**src/rtl/cam_pkg.sv**
```systemverilog
// Shared definitions for the camera frame gate family: FSM state encodings,
// default widths and the widths of the optional statistics counters.
// Optional feature macro used by cam_frame_gate: CAM_FRAME_GATE_STATS_EN.
package cam_pkg;

  localparam int CAM_DATA_W  = 24;
  localparam int CAM_DECIM_W = 4;
  localparam int CAM_FCNT_W  = 16;

  // Widths of the per-frame statistics (only used with the stats build)
  localparam int CAM_LINE_W  = 16;
  localparam int CAM_PIX_W   = 32;

  // One-hot frame gate states
  typedef enum logic [2:0] {
    IDLE = 3'b001,
    PASS = 3'b010,
    SKIP = 3'b100
  } cam_state_t;

  // True when the given state forwards pixels downstream
  function automatic logic is_pass(input cam_state_t s);
    return (s == PASS);
  endfunction

endpackage

```
**src/rtl/cam_sof_det.sv**
```systemverilog
// Frame sync register chain and start-of-frame detector.
// o_sof is a combinational one-cycle pulse per rising edge of i_vsync.
// After reset the detector stays disarmed until i_vsync has been seen low,
// so a vsync that is already high when reset releases does not produce a
// start of frame until it falls and rises again.
module cam_sof_det (
  input  logic i_clk,
  input  logic i_rst_n,
  input  logic i_vsync,
  output logic o_sof
);

  logic r_ff0;
  logic r_ff1;
  logic r_armed;

  // Two-flop chain on vsync plus the post-reset arming flag
  always_ff @(posedge i_clk or negedge i_rst_n) begin
    if (!i_rst_n) begin
      r_ff0   <= 1'b0;
      r_ff1   <= 1'b0;
      r_armed <= 1'b0;
    end else begin
      r_ff0   <= i_vsync;
      r_ff1   <= r_ff0;
      r_armed <= r_armed | ~i_vsync;
    end
  end

  assign o_sof = r_ff0 & ~r_ff1 & r_armed;

endmodule

```
**src/rtl/cam_frame_gate.sv**
```systemverilog
// Camera frame gate: passes 1 frame out of (cfg_decim+1) while enabled.
// Enable and decimation are only sampled at a start of frame, so a frame in
// progress always completes with the decision taken at its start.
// Stream qualifier: s_data_valid / m_data_valid mark a pixel on the cycle
// they are high; there is no ready/backpressure, a pixel is consumed on the
// cycle its valid is high and m_data_valid follows s_data_valid one cycle
// later when the current frame is being passed.
// Optional feature macro: CAM_FRAME_GATE_STATS_EN adds line_cnt, pix_cnt and
// size_err for the last passed frame.
module cam_frame_gate
  import cam_pkg::*;
#(
  parameter int DATA_W  = CAM_DATA_W,
  parameter int DECIM_W = CAM_DECIM_W,
  parameter int FCNT_W  = CAM_FCNT_W
) (
  input  logic               axi_clk,
  input  logic               axi_rst_n,
  input  logic               axi_cam_en,
  input  logic [DECIM_W-1:0] cfg_decim,
  input  logic [DATA_W-1:0]  s_data,
  input  logic               s_data_valid,
  input  logic               s_hsync,
  input  logic               s_vsync,
  output logic [DATA_W-1:0]  m_data,
  output logic               m_data_valid,
  output logic               m_hsync,
  output logic               m_vsync,
  output logic [FCNT_W-1:0]  frame_cnt,
  output logic [FCNT_W-1:0]  drop_cnt,
  output logic               busy,
  output cam_state_t         dbg_state
`ifdef CAM_FRAME_GATE_STATS_EN
  ,
  output logic [CAM_LINE_W-1:0] line_cnt,
  output logic [CAM_PIX_W-1:0]  pix_cnt,
  output logic                  size_err
`endif
);

  logic               w_sof;
  cam_state_t         w_next_state;
  cam_state_t         r_state;
  logic [DECIM_W-1:0] r_phase;
  logic [DATA_W-1:0]  r_m_data;
  logic               r_m_data_valid;
  logic               r_m_hsync;
  logic               r_m_vsync;
  logic [FCNT_W-1:0]  r_frame_cnt;
  logic [FCNT_W-1:0]  r_drop_cnt;

  cam_sof_det u_sof_det (
    .i_clk   (axi_clk),
    .i_rst_n (axi_rst_n),
    .i_vsync (s_vsync),
    .o_sof   (w_sof)
  );

  // Next-state decision, taken only on a start of frame
  always_comb begin
    w_next_state = r_state;
    if (w_sof) begin
      if (!axi_cam_en) begin
        w_next_state = IDLE;
      end else if (r_state == IDLE) begin
        w_next_state = PASS;
      end else if (r_phase == '0) begin
        w_next_state = PASS;
      end else begin
        w_next_state = SKIP;
      end
    end
  end

  // Gate FSM, decimation phase, counters and registered stream outputs
  always_ff @(posedge axi_clk or negedge axi_rst_n) begin
    if (!axi_rst_n) begin
      r_state        <= IDLE;
      r_phase        <= '0;
      r_m_data       <= '0;
      r_m_data_valid <= 1'b0;
      r_m_hsync      <= 1'b0;
      r_m_vsync      <= 1'b0;
      r_frame_cnt    <= '0;
      r_drop_cnt     <= '0;
    end else begin
      r_state        <= w_next_state;
      r_m_data       <= s_data;
      r_m_hsync      <= s_hsync;
      r_m_data_valid <= s_data_valid & is_pass(w_next_state);
      r_m_vsync      <= w_sof & is_pass(w_next_state);
      if (w_sof && axi_cam_en) begin
        // cfg_decim is picked up only here, so mid-frame changes wait
        if (w_next_state == PASS) begin
          r_phase <= cfg_decim;
        end else begin
          r_phase <= r_phase - DECIM_W'(1);
        end
      end
      if (w_sof && (w_next_state == PASS)) begin
        r_frame_cnt <= r_frame_cnt + FCNT_W'(1);
      end
      if (w_sof && (w_next_state == SKIP)) begin
        r_drop_cnt <= r_drop_cnt + FCNT_W'(1);
      end
    end
  end

  assign m_data       = r_m_data;
  assign m_data_valid = r_m_data_valid;
  assign m_hsync      = r_m_hsync;
  assign m_vsync      = r_m_vsync;
  assign frame_cnt    = r_frame_cnt;
  assign drop_cnt     = r_drop_cnt;
  assign busy         = is_pass(r_state);
  assign dbg_state    = r_state;

`ifdef CAM_FRAME_GATE_STATS_EN
  logic                  w_hs_rise;
  logic [CAM_LINE_W-1:0] r_line_run;
  logic [CAM_PIX_W-1:0]  r_pix_run;
  logic [CAM_LINE_W-1:0] r_line_cnt;
  logic [CAM_PIX_W-1:0]  r_pix_cnt;
  logic                  r_have_prev;
  logic                  r_size_err;

  // r_m_hsync holds last cycle's s_hsync, so this is the line start edge
  assign w_hs_rise = s_hsync & ~r_m_hsync;

  // Running line/pixel counts inside passed frames, latched at the next sof
  always_ff @(posedge axi_clk or negedge axi_rst_n) begin
    if (!axi_rst_n) begin
      r_line_run  <= '0;
      r_pix_run   <= '0;
      r_line_cnt  <= '0;
      r_pix_cnt   <= '0;
      r_have_prev <= 1'b0;
      r_size_err  <= 1'b0;
    end else if (w_sof) begin
      if (r_state == PASS) begin
        r_line_cnt  <= r_line_run;
        r_pix_cnt   <= r_pix_run;
        r_have_prev <= 1'b1;
        if (r_have_prev && (r_pix_run != r_pix_cnt)) begin
          r_size_err <= 1'b1;
        end
      end
      r_line_run <= '0;
      r_pix_run  <= '0;
    end else if (is_pass(w_next_state)) begin
      r_line_run <= r_line_run + CAM_LINE_W'(w_hs_rise);
      r_pix_run  <= r_pix_run + CAM_PIX_W'(s_data_valid);
    end
  end

  assign line_cnt = r_line_cnt;
  assign pix_cnt  = r_pix_cnt;
  assign size_err = r_size_err;
`endif

endmodule

```
**config.mk**
```make
export PLATFORM = sky130hd
export DESIGN_NAME = cam_frame_gate
export DESIGN_NICKNAME = d
export VERILOG_FILES = /design/src/rtl/cam_pkg.sv /design/src/rtl/cam_sof_det.sv /design/src/rtl/cam_frame_gate.sv
export SDC_FILE = /design/constraint.sdc
export NUM_CORES = 1
export LEC_CHECK = 0
export CORE_ASPECT_RATIO = 2
export CORE_MARGIN = 4
export CORE_UTILIZATION = 40
export CTS_CLUSTER_DIAMETER = 30
export DETAILED_ROUTE_END_ITERATION = 10
export GPL_ROUTABILITY_DRIVEN = 0
export PLACE_DENSITY = 0.79
export REMOVE_ABC_BUFFERS = 1
export SETUP_SLACK_MARGIN = 0.15
export SYNTH_ARGS = -nofsm -noshare
export SYNTH_HDL_FRONTEND = slang
export SYNTH_SLANG_ARGS = --single-unit
```
**constraint.sdc**
```tcl
create_clock -name axi_clk -period 1.63 [get_ports axi_clk]
set_input_delay 0.326 -clock axi_clk [delete_from_list [all_inputs] [get_ports axi_clk]]
set_output_delay 0.326 -clock axi_clk [all_outputs]
set_load 0.1 [all_outputs]
```
; After elaboration in Yosys (flattened, before gate mapping)
; Cells that the tools add are included.
[classes]
add_sub_neg = 3
n_eq_ne = 4
n_mux = 5
bitwise = 7
n_reduce_logical = 4
[ops]
columns = op, count
row1 = $add A16 B1 Y16 const B, 2
row2 = $mux W3, 4
row3 = $eq A3 B2 Y1 const B, 2
row4 = $and A1 B1 Y1, 4
row5 = $logic_not A4 Y1, 1
row6 = $mux W4, 1
row7 = $sub A4 B1 Y4 const B, 1
row8 = $eq A3 B1 Y1 const B, 1
row9 = $eq A3 B3 Y1 const B, 1
row10 = $logic_and A1 B1 Y1, 3
row11 = $not A1 Y1, 2
row12 = $or A1 B1 Y1, 1
[word_totals]
register_bits = 69
inputBits = 34
output_inout_bits = 63
wordCells = 34

; Depth between registers and ports, before layout
; Gate-level depths: netlist of the first run.
[logic_depth]
word_depth = 7
ltp_mapped = 7
ltp_nobuf = 6

; Cells and area by module
; A second synthesis of the first run with hierarchy kept.
[hier_totals]
cells_unflattened = 200
area_unflattened_um2 = 2622.5
[modules_own_cells]
columns = module, instances, cells_each, area_each_um2
row1 = cam_frame_gate, 1, 195, 2532.4
row2 = cam_sof_det, 1, 5, 90.1

; Worst setup path after synthesis of the first run
; OpenSTA, ideal clock, no wires.
[synth_path]
path_kind = register to register
from = register r_state[1] (netlist: dbg_state[1])
to = register r_m_data_valid (netlist: m_data_valid)
setup_ns = 0.079
arrival_time_ns = 3.682
required_ns = 1.551
slack_ns = -2.131
stages_incl_launch_ff = 4
synth_period_minus_slack_ns = 3.761
path_cell_list = dfrtp_1 nor3b_1 a21oi_1 nor2b_1
[synth_via]
elab_chain_cells = 6
[synth_rtl]
columns = item, line_no
row1 = start: declaration, cam_frame_gate.sv:43  ; cam_state_t r_state;
row2 = start signal: assignment, cam_frame_gate.sv:87  ; r_state <= w_next_state;
row3 = $eq A3 B1 Y1, cam_frame_gate.sv:65  ; end else if (r_state == IDLE) begin
row4 = $mux W3, cam_frame_gate.sv:65
row5 = $mux W3, cam_frame_gate.sv:63  ; if (!axi_cam_en) begin
row6 = $mux W3 (*), cam_frame_gate.sv:62  ; if (w_sof) begin
row7 = $eq A3 B2 Y1 (*), cam_pkg.sv:23  ; return (s == PASS);
row8 = $and A1 B1 Y1 (*), cam_frame_gate.sv:90  ; r_m_data_valid <= s_data_valid & is_pass(w_next_state);
row9 = end signal: assignment, cam_frame_gate.sv:90
row10 = end: declaration, cam_frame_gate.sv:46  ; logic r_m_data_valid;
; Mark *: on every way between the ends. The rest lies on a longest branch, timed or not.
; A chain may end at the register's enable or synchronous reset.

; Worst setup path after layout of the first run
[layout_path]
from = register r_phase[0]
to = register r_phase[2]
[layout_via]
elab_chain_cells = 7
[layout_rtl]
columns = item, line_no
row1 = start: declaration, cam_frame_gate.sv:44  ; logic [DECIM_W-1:0] r_phase;
row2 = start signal: assignment, cam_frame_gate.sv:95  ; r_phase <= cfg_decim;
row3 = start signal: assignment, cam_frame_gate.sv:97  ; r_phase <= r_phase - DECIM_W'(1);
row4 = $logic_not A4 Y1, cam_frame_gate.sv:67  ; end else if (r_phase == '0) begin
row5 = $mux W3, cam_frame_gate.sv:67
row6 = $mux W3, cam_frame_gate.sv:65
row7 = $mux W3, cam_frame_gate.sv:63
row8 = $mux W3, cam_frame_gate.sv:62
row9 = $eq A3 B2 Y1, cam_frame_gate.sv:94  ; if (w_next_state == PASS) begin
row10 = $mux W4 (*), cam_frame_gate.sv:94
; Marks and branches as above.

==> results of run 1 <==
==> worst max-delay path by stage <==
stage            startpoint            end  slack [ns]  depth (start not counted)
2_1_floorplan  dbg_state[1]   m_data_valid       -2.13                          3
3_3_place_gp     axi_cam_en  frame_cnt[15]       -0.28                          5
5_1_grt          r_phase[0]     r_phase[2]       -0.26                          7
3_5_place_dp     axi_cam_en    drop_cnt[1]       -0.30                          4
4_1_cts          r_phase[1]   frame_cnt[7]       -0.16                          7
6_report         r_phase[0]     r_phase[2]       -0.22                          7
==> worst reg2reg max path, delay by kind of cell, from the launching register on <==
kind | cells | cell delay [ns]
compound gates | 2 | 0.40
simple gates | 2 | 0.55
flops | 1 | 0.41
fa+ha+maj | 1 | 0.14
buf+inv | 2 | 0.24
==> layout by cell type (no fill, tap or decap), types with 3 or more instances in the layout <==
master,count
buf_12,65
nor2_1,4
nand3_2,3
buf_6,9
buf_4,35
xnor2_2,6
and3_1,5
nand3_1,10
clkdlybuf4s50_1,32
inv_1,4
and4_1,3
clkbuf_1,5
nand2_1,8
clkbuf_16,9
nand4_1,9
dfrtp_1,68
xnor2_1,21
nand3_4,3
==> repair_timing <==
action                                  CTS  global route
endpoints found under the setup margin   42            42
buffers inserted                          3             5
cloned                                    1             0
hold buffers                              1             0
hold endpoints to repair                 16             0
resized for setup                        33            20
pin swaps                                20            17
==> Yosys cell counts (3+ instances only) <==
master,count,area share (%)
and3_1,6,1.4
nand2_1,11,1.5
xnor2_1,25,8.1
ha_1,3,1.4
xor2_1,3,0.97
nand4_1,9,2.1
dfrtp_1,68,63
nand3_1,15,2.8
nor3_1,3,0.55
inv_1,6,0.83
o21ai_0,4,0.74
and4_1,3,0.97
nor2_1,7,0.97
nor3b_1,4,1.1
==> state kept, by name, indices dropped and copies added, names as in the netlist <==
signal             cells
dbg_state              3
drop_cnt              16
frame_cnt             16
m_data                24
m_data_valid           1
m_hsync                1
m_vsync                1
r_phase                4
u_sof_det.r_armed      1
u_sof_det.r_ff0        1
u_sof_det.r_ff1        1
==> power breakdown <==
| part | switching (mW) | internal, mW |
|---|---|---|
| registers | 0.216 | 1.91 |
| clock network | 0.659 | 1.23 |
| logic | 1.86 | 1.26 |
| total | 2.73 | 4.39 |
==> metrics by stage <==
stage	area, µm²	power, mW	worst slack (ns)	hold WS (ns)
2_1_floorplan	2676	3.509	-2.131	0.03041
4_1_cts	5137	6.915	-0.1595	0.4256
5_1_grt	5270	7.341	-0.2593	0.4294
6_report	5270	7.127	-0.2198	0.4333
3_3_place_gp	4676	4.681	-0.2773	0.3149
3_5_place_dp	4676	4.750	-0.2982	0.3229
==> cell families (layout without fill, tap and decap cells) <==
kind of cell / Yosys count / count (layout) / share of synthesized area, %
buffers and inverters: 11 / 165 / 2.348
AO/OA/AOI/OAI: 13 / 13 / 3.545
AND/OR/NAND/NOR: 74 / 74 / 18.09
flip-flops: 69 / 69 / 63.58
adder cells (fa/ha/maj): 3 / 3 / 1.381
XOR/XNOR: 30 / 30 / 10.22
multiplexers: 2 / 2 / 0.8287
==> per-layer routing <==
metal	up-vias	GRT usage, %
met4	0	10.42
met3	18	4.422
met1	1184	23.07
li1	1005	-
met5	-	0
met2	71	43.23
==> layout make-up <==
class,instances,area [µm²],share of cell area [%]
repair buffers,143,2001,37.96
clock buffers,15,257.7,4.891
clock inverters,1,30.03,0.5698
multi-input cells,122,1121,21.27
inverters,6,22.52,0.4274
flip-flops and latches,69,1728,32.79
well taps,88,110.1,2.089
==> flow_metrics.py, run 1 <==
metrics = {
    "run_status": {
        "status": "finished with violations",
        "violations": "setup timing",
    },
    "cts": {
        "clk_pin_slew_worst_paths_ns": 0.05,
        "h-tree-depth": 3,
        "root_buffer": "clkbuf_16",
        "numCtsBuffers": 9,
        "clkSinkCount": 69,
        "tritoncts": "done",
        "insertion_delay_ns": 0.33,
        "cts_buffer_depth": 2,
    },
    "synthesis": {
        "yosysUniqueCellTypes": 43,
        "yosysWarnings": 0,
        "synth-async-reset-ratio_pct": 100.0,
        "syn_avg_cell_area_um2": 13.45,
        "synth_sequential_area_ratio_pct": 63.58,
        "synth_ff_type": "dfrtp_1",
        "syn_inst": 202,
        "synth_area_um2": 2718,
        "ys_seq_elements": 69,
        "synth_edf_count": 0,
    },
    "die": {
        "fp.dieArea_um2": 8257,
        "core.rowCount": 42,
        "die_width_um": 66.29,
        "start_util_pct": 41.04,
        "core-area_um2": 6621,
        "ios": 97,
        "fp.dieH_um": 124.6,
    },
    "sta": {
        "hold_viol": 0,
        "worst_pin_slew_ns": 0.5306,
        "final_max_slew_viol_count": 0,
        "fin_ws_ns": -0.2198,
        "finalCriticalPeriod_ns": 1.850,
        "maxSlewHeadroom_pct": 64.63,
        "setup_violations": 35,
        "period_share_pct": 113.5,
        "clock_skew_ns": 0.004908,
        "rsz0062_at_grt": "true",
        "fmax_mhz": 540.6,
        "tns_ns": -3.154,
    },
    "routing": {
        "vias_per_cell": 5.131,
        "num_vias": 2278,
        "drt_drc_violations_left": 0,
        "wl_mm": 9.304,
        "wl_per_cell_um": 20.95,
        "ant_nets": 0,
        "wl_met3_um": 311,
        "drt_iter0_markers": 122,
        "drt-pass1-iter-count": 4,
        "wl_met2_mm": 5.859,
        "top_layer_used": "met4",
        "m1WireLength_mm": 2.884,
    },
    "setup_path": {
        "worst-r2r-setup-slack_ns": -0.22,
        "cpLargestDelayFamily": "simple AND/OR/NAND/NOR gates",
        "arrival_ns": 2.07,
        "critPathMaxStageDelay_ns": 0.41,
        "r2r-end": "r_phase[2]",
        "critPathRequiredTime_ns": 1.85,
        "path_class": "flop to flop",
        "worstSetupEndpointType": "flop",
        "worstRegToRegCells": 7,
        "crit-reg2reg-launch": "r_phase[0]",
        "cp.buffers_inverters": 2,
        "critPathSlowestCell": "dfrtp_1",
        "crit_chain": "inv_2, ha_4, or3b_4, nand2_1, buf_4, o21ai_0, a22oi_1",
        "cp-start-kind": "flop",
        "cp_max_fo": 3,
    },
    "power": {
        "powerDensity_nw_per_um2": 1352,
        "ir_drop_mv": 1.939,
        "p_leak_nw": 2.374,
    },
    "final_layout": {
        "layout-drive-gt1-share_pct": 46.35,
        "n_antenna_cell": 0,
        "final_core_util_pct": 79.59,
        "area_growth_pct": 93.92,
        "fillCellCount": 362,
        "instances_no_fill": 444,
        "final_nets": 388,
    },
    "placed_design": {
        "port_buffers": 96,
        "place_hpwl_mm": 5.894,
        "placed_cells": 418,
    },
    "hold_path": {
        "hold_path.class": "input pin to flop",
        "whs_endpoint": "m_data[7]",
        "hp-start": "s_data[7]",
        "hold_depth": 1,
    },
    "grt": {
        "gr-total-overflow": 0,
        "gr-usage-all-layers_pct": 23.05,
        "grt_max_degree": 28,
        "grt_pass1_vias": 2462,
        "grt_pass1_wl_mm": 13.81,
        "antenna_found_initial": 0,
    },
    "flow_run": {
        "cap_violations": 0,
    },
}
No activity file was read; power rests on OpenSTA's default activity.
==> inputs of run 2 (changes only) <==
- MAX_ROUTING_LAYER: unset -> met4
==> run 2 against run 1 <==
The flow still finishes with violations (setup timing). Die area unchanged. Final cell count fell by 0.23%. Utilization about the same. Count of clock-buffer cells in the layout did not move. Critical endpoint is now drop_cnt[5]. Highest routed layer unchanged.
==> flow_metrics.py, run 2 (synthesis gave the netlist of run 1 again) <==
metrics = {
    "final_layout": {
        "largest_register_ffs": 24,
        "area_growth_pct": 94.01,
        "fillCellCount": 365,
        "n_antenna_cell": 0,
        "final_cell_mix": "dfrtp_1 (68), buf_12 (65), buf_4 (34)",
        "design_area_um2": 5273,
        "final_nets": 387,
        "final_common_cell": "dfrtp_1",
        "layout-drive-gt1-share_pct": 46.20,
    },
    "power": {
        "ir_drop_mv": 1.931,
        "power_mw": 7.121,
        "p_leak_nw": 2.386,
        "powerDensity_nw_per_um2": 1351,
    },
    "cts": {
        "cts_buffer_depth": 2,
        "tritoncts": "done",
        "numCtsBuffers": 9,
        "h-tree-depth": 3,
        "root_buffer": "clkbuf_16",
        "clkSinkCount": 69,
        "clk_pin_slew_worst_paths_ns": 0.05,
        "insertion_delay_ns": 0.33,
    },
    "sta": {
        "hold_ws_ns": 0.4336,
        "period_share_pct": 114.5,
        "setup_violations": 32,
        "final_max_slew_viol_count": 0,
        "maxSlewHeadroom_pct": 64.63,
        "hold_viol": 0,
        "worst_pin_slew_ns": 0.5305,
        "fmax_mhz": 535.9,
        "fin_ws_ns": -0.2360,
        "clock_skew_ns": 0.005497,
        "finalCriticalPeriod_ns": 1.866,
        "rsz0062_at_grt": "true",
    },
    "die": {
        "die_width_um": 66.29,
        "core-area_um2": 6621,
        "ios": 97,
        "start_util_pct": 41.04,
        "core.rowCount": 42,
        "fp.dieH_um": 124.6,
        "fp.dieArea_um2": 8257,
    },
    "setup_path": {
        "crit-reg2reg-launch": "r_phase[0]",
        "critPathMaxStageDelay_ns": 0.47,
        "cp-start-kind": "flop",
        "worstRegToRegCells": 7,
        "cp_max_fo": 3,
        "path_class": "flop to flop",
        "worstSetupEndpointType": "flop",
        "critPathRequiredTime_ns": 1.82,
        "crit_chain": "inv_2, ha_4, or3b_4, nand2_1, buf_4, nor4_1, xor2_1",
        "startpoint": "r_phase[0]",
        "arrival_ns": 2.06,
        "critPathSlowestCell": "nor4_1",
    },
    "routing": {
        "ant_nets": 0,
        "drt_iter0_markers": 120,
        "vias_per_cell": 5.156,
        "drt_drc_violations_left": 0,
        "num_vias": 2284,
        "wl_per_cell_um": 21.14,
        "drt-pass1-iter-count": 4,
        "wl_mm": 9.364,
    },
    "hold_path": {
        "hp-start": "s_data[7]",
        "hold_depth": 1,
        "hold_path.class": "input pin to flop",
    },
    "grt": {
        "grt_max_degree": 28,
        "grt_pass1_vias": 2480,
        "antenna_found_initial": 0,
        "gr-total-overflow": 0,
        "gr-usage-all-layers_pct": 23.54,
        "grt_pass1_wl_mm": 13.74,
    },
    "run_status": {
        "status": "finished with violations",
        "violations": "setup timing",
    },
    "placed_design": {
        "place_hpwl_mm": 5.894,
        "dpl-instance-area_um2": 4676,
        "port_buffers": 96,
    },
    "flow_run": {
        "cap_violations": 0,
    },
}
-- run 2: cell count changes in the layout (fill, tap and decap cells not counted) --
cell     before  now
nor2_2        2    1
buf_4        35   34
nand2_2       2    1
nand2_4       1    2
nor2_1        4    5
xnor2_1      21   20
xnor2_2       6    7
-- run 2: critical path, delay by kind of cell (launching register included) --
kind	cells	cell delay [ns]
and+or+nand+nor	3	0.83
DFF	1	0.38
buffers and inverters	2	0.23
adders and majority gates	1	0.16
xor gates and xnor gates	1	0.12
-- run 2: layer usage --
metal | GRT usage [%] | share of wire, % | vias to the layer above
met2 | 42.88 | 62 | 88
met3 | 5.325 | 4.0 | 25
li1 | - | - | 1004
met1 | 22.83 | 30 | 1167
met4 | 9.581 | 3.4 | 0
met5 | - | 0 | -
-- run 2: metrics by stage --
step	setup WS (ns)	setup TNS [ns]	cells	util, %
after floorplan	-2.131	-19.52	197	-
after global placement	-0.2773	-5.021	418	70.62
after detailed placement	-0.2982	-6.100	418	70.62
after CTS	-0.1595	-1.772	439	77.59
after global routing	-0.3246	-4.683	443	79.63
final	-0.2360	-2.752	443	79.63
-- run 2: final timing paths --
kind                                    to  slack (ns)
max                            drop_cnt[5]       -0.24
min                              m_data[7]        0.43
max reg2reg                    drop_cnt[5]       -0.24
min reg2reg                u_sof_det.r_ff1        0.46
max in group asynchronous        m_data[9]        0.57
min in group asynchronous     frame_cnt[1]        0.54
-- run 2: layout make-up --
type	instances	area, µm²	share of cell area (%)
flip-flops and latches	69	1728	32.77
multi-input cells	122	1131	21.45
clock buffers	15	257.7	4.888
repair buffers	142	1993	37.80
inverters	6	22.52	0.4271
well taps	88	110.1	2.088
clock inverters	1	30.03	0.5695
-- run 2: timing repair --
| item | 4_1_cts | 5_1_grt |
|---|---|---|
| resized for setup | 33 | 21 |
| pin swaps | 20 | 17 |
| endpoints found under the setup margin | 42 | 42 |
| hold buffers | 1 | 0 |
| hold endpoints to repair | 16 | 0 |
| buffers inserted | 3 | 4 |
| cloned | 1 | 0 |
-- run 2: report_power, final --
group,internal (mW),switching (mW),total (mW)
logic,1.25,1.85,3.11
clock network,1.23,0.664,1.89
registers,1.91,0.217,2.12
==> inputs of run 3 (changes only) <==
- HOLD_SLACK_MARGIN: unset -> 0.08
==> results of run 3 <==
Final layout, timing and power as in run 2 (identical DEF).
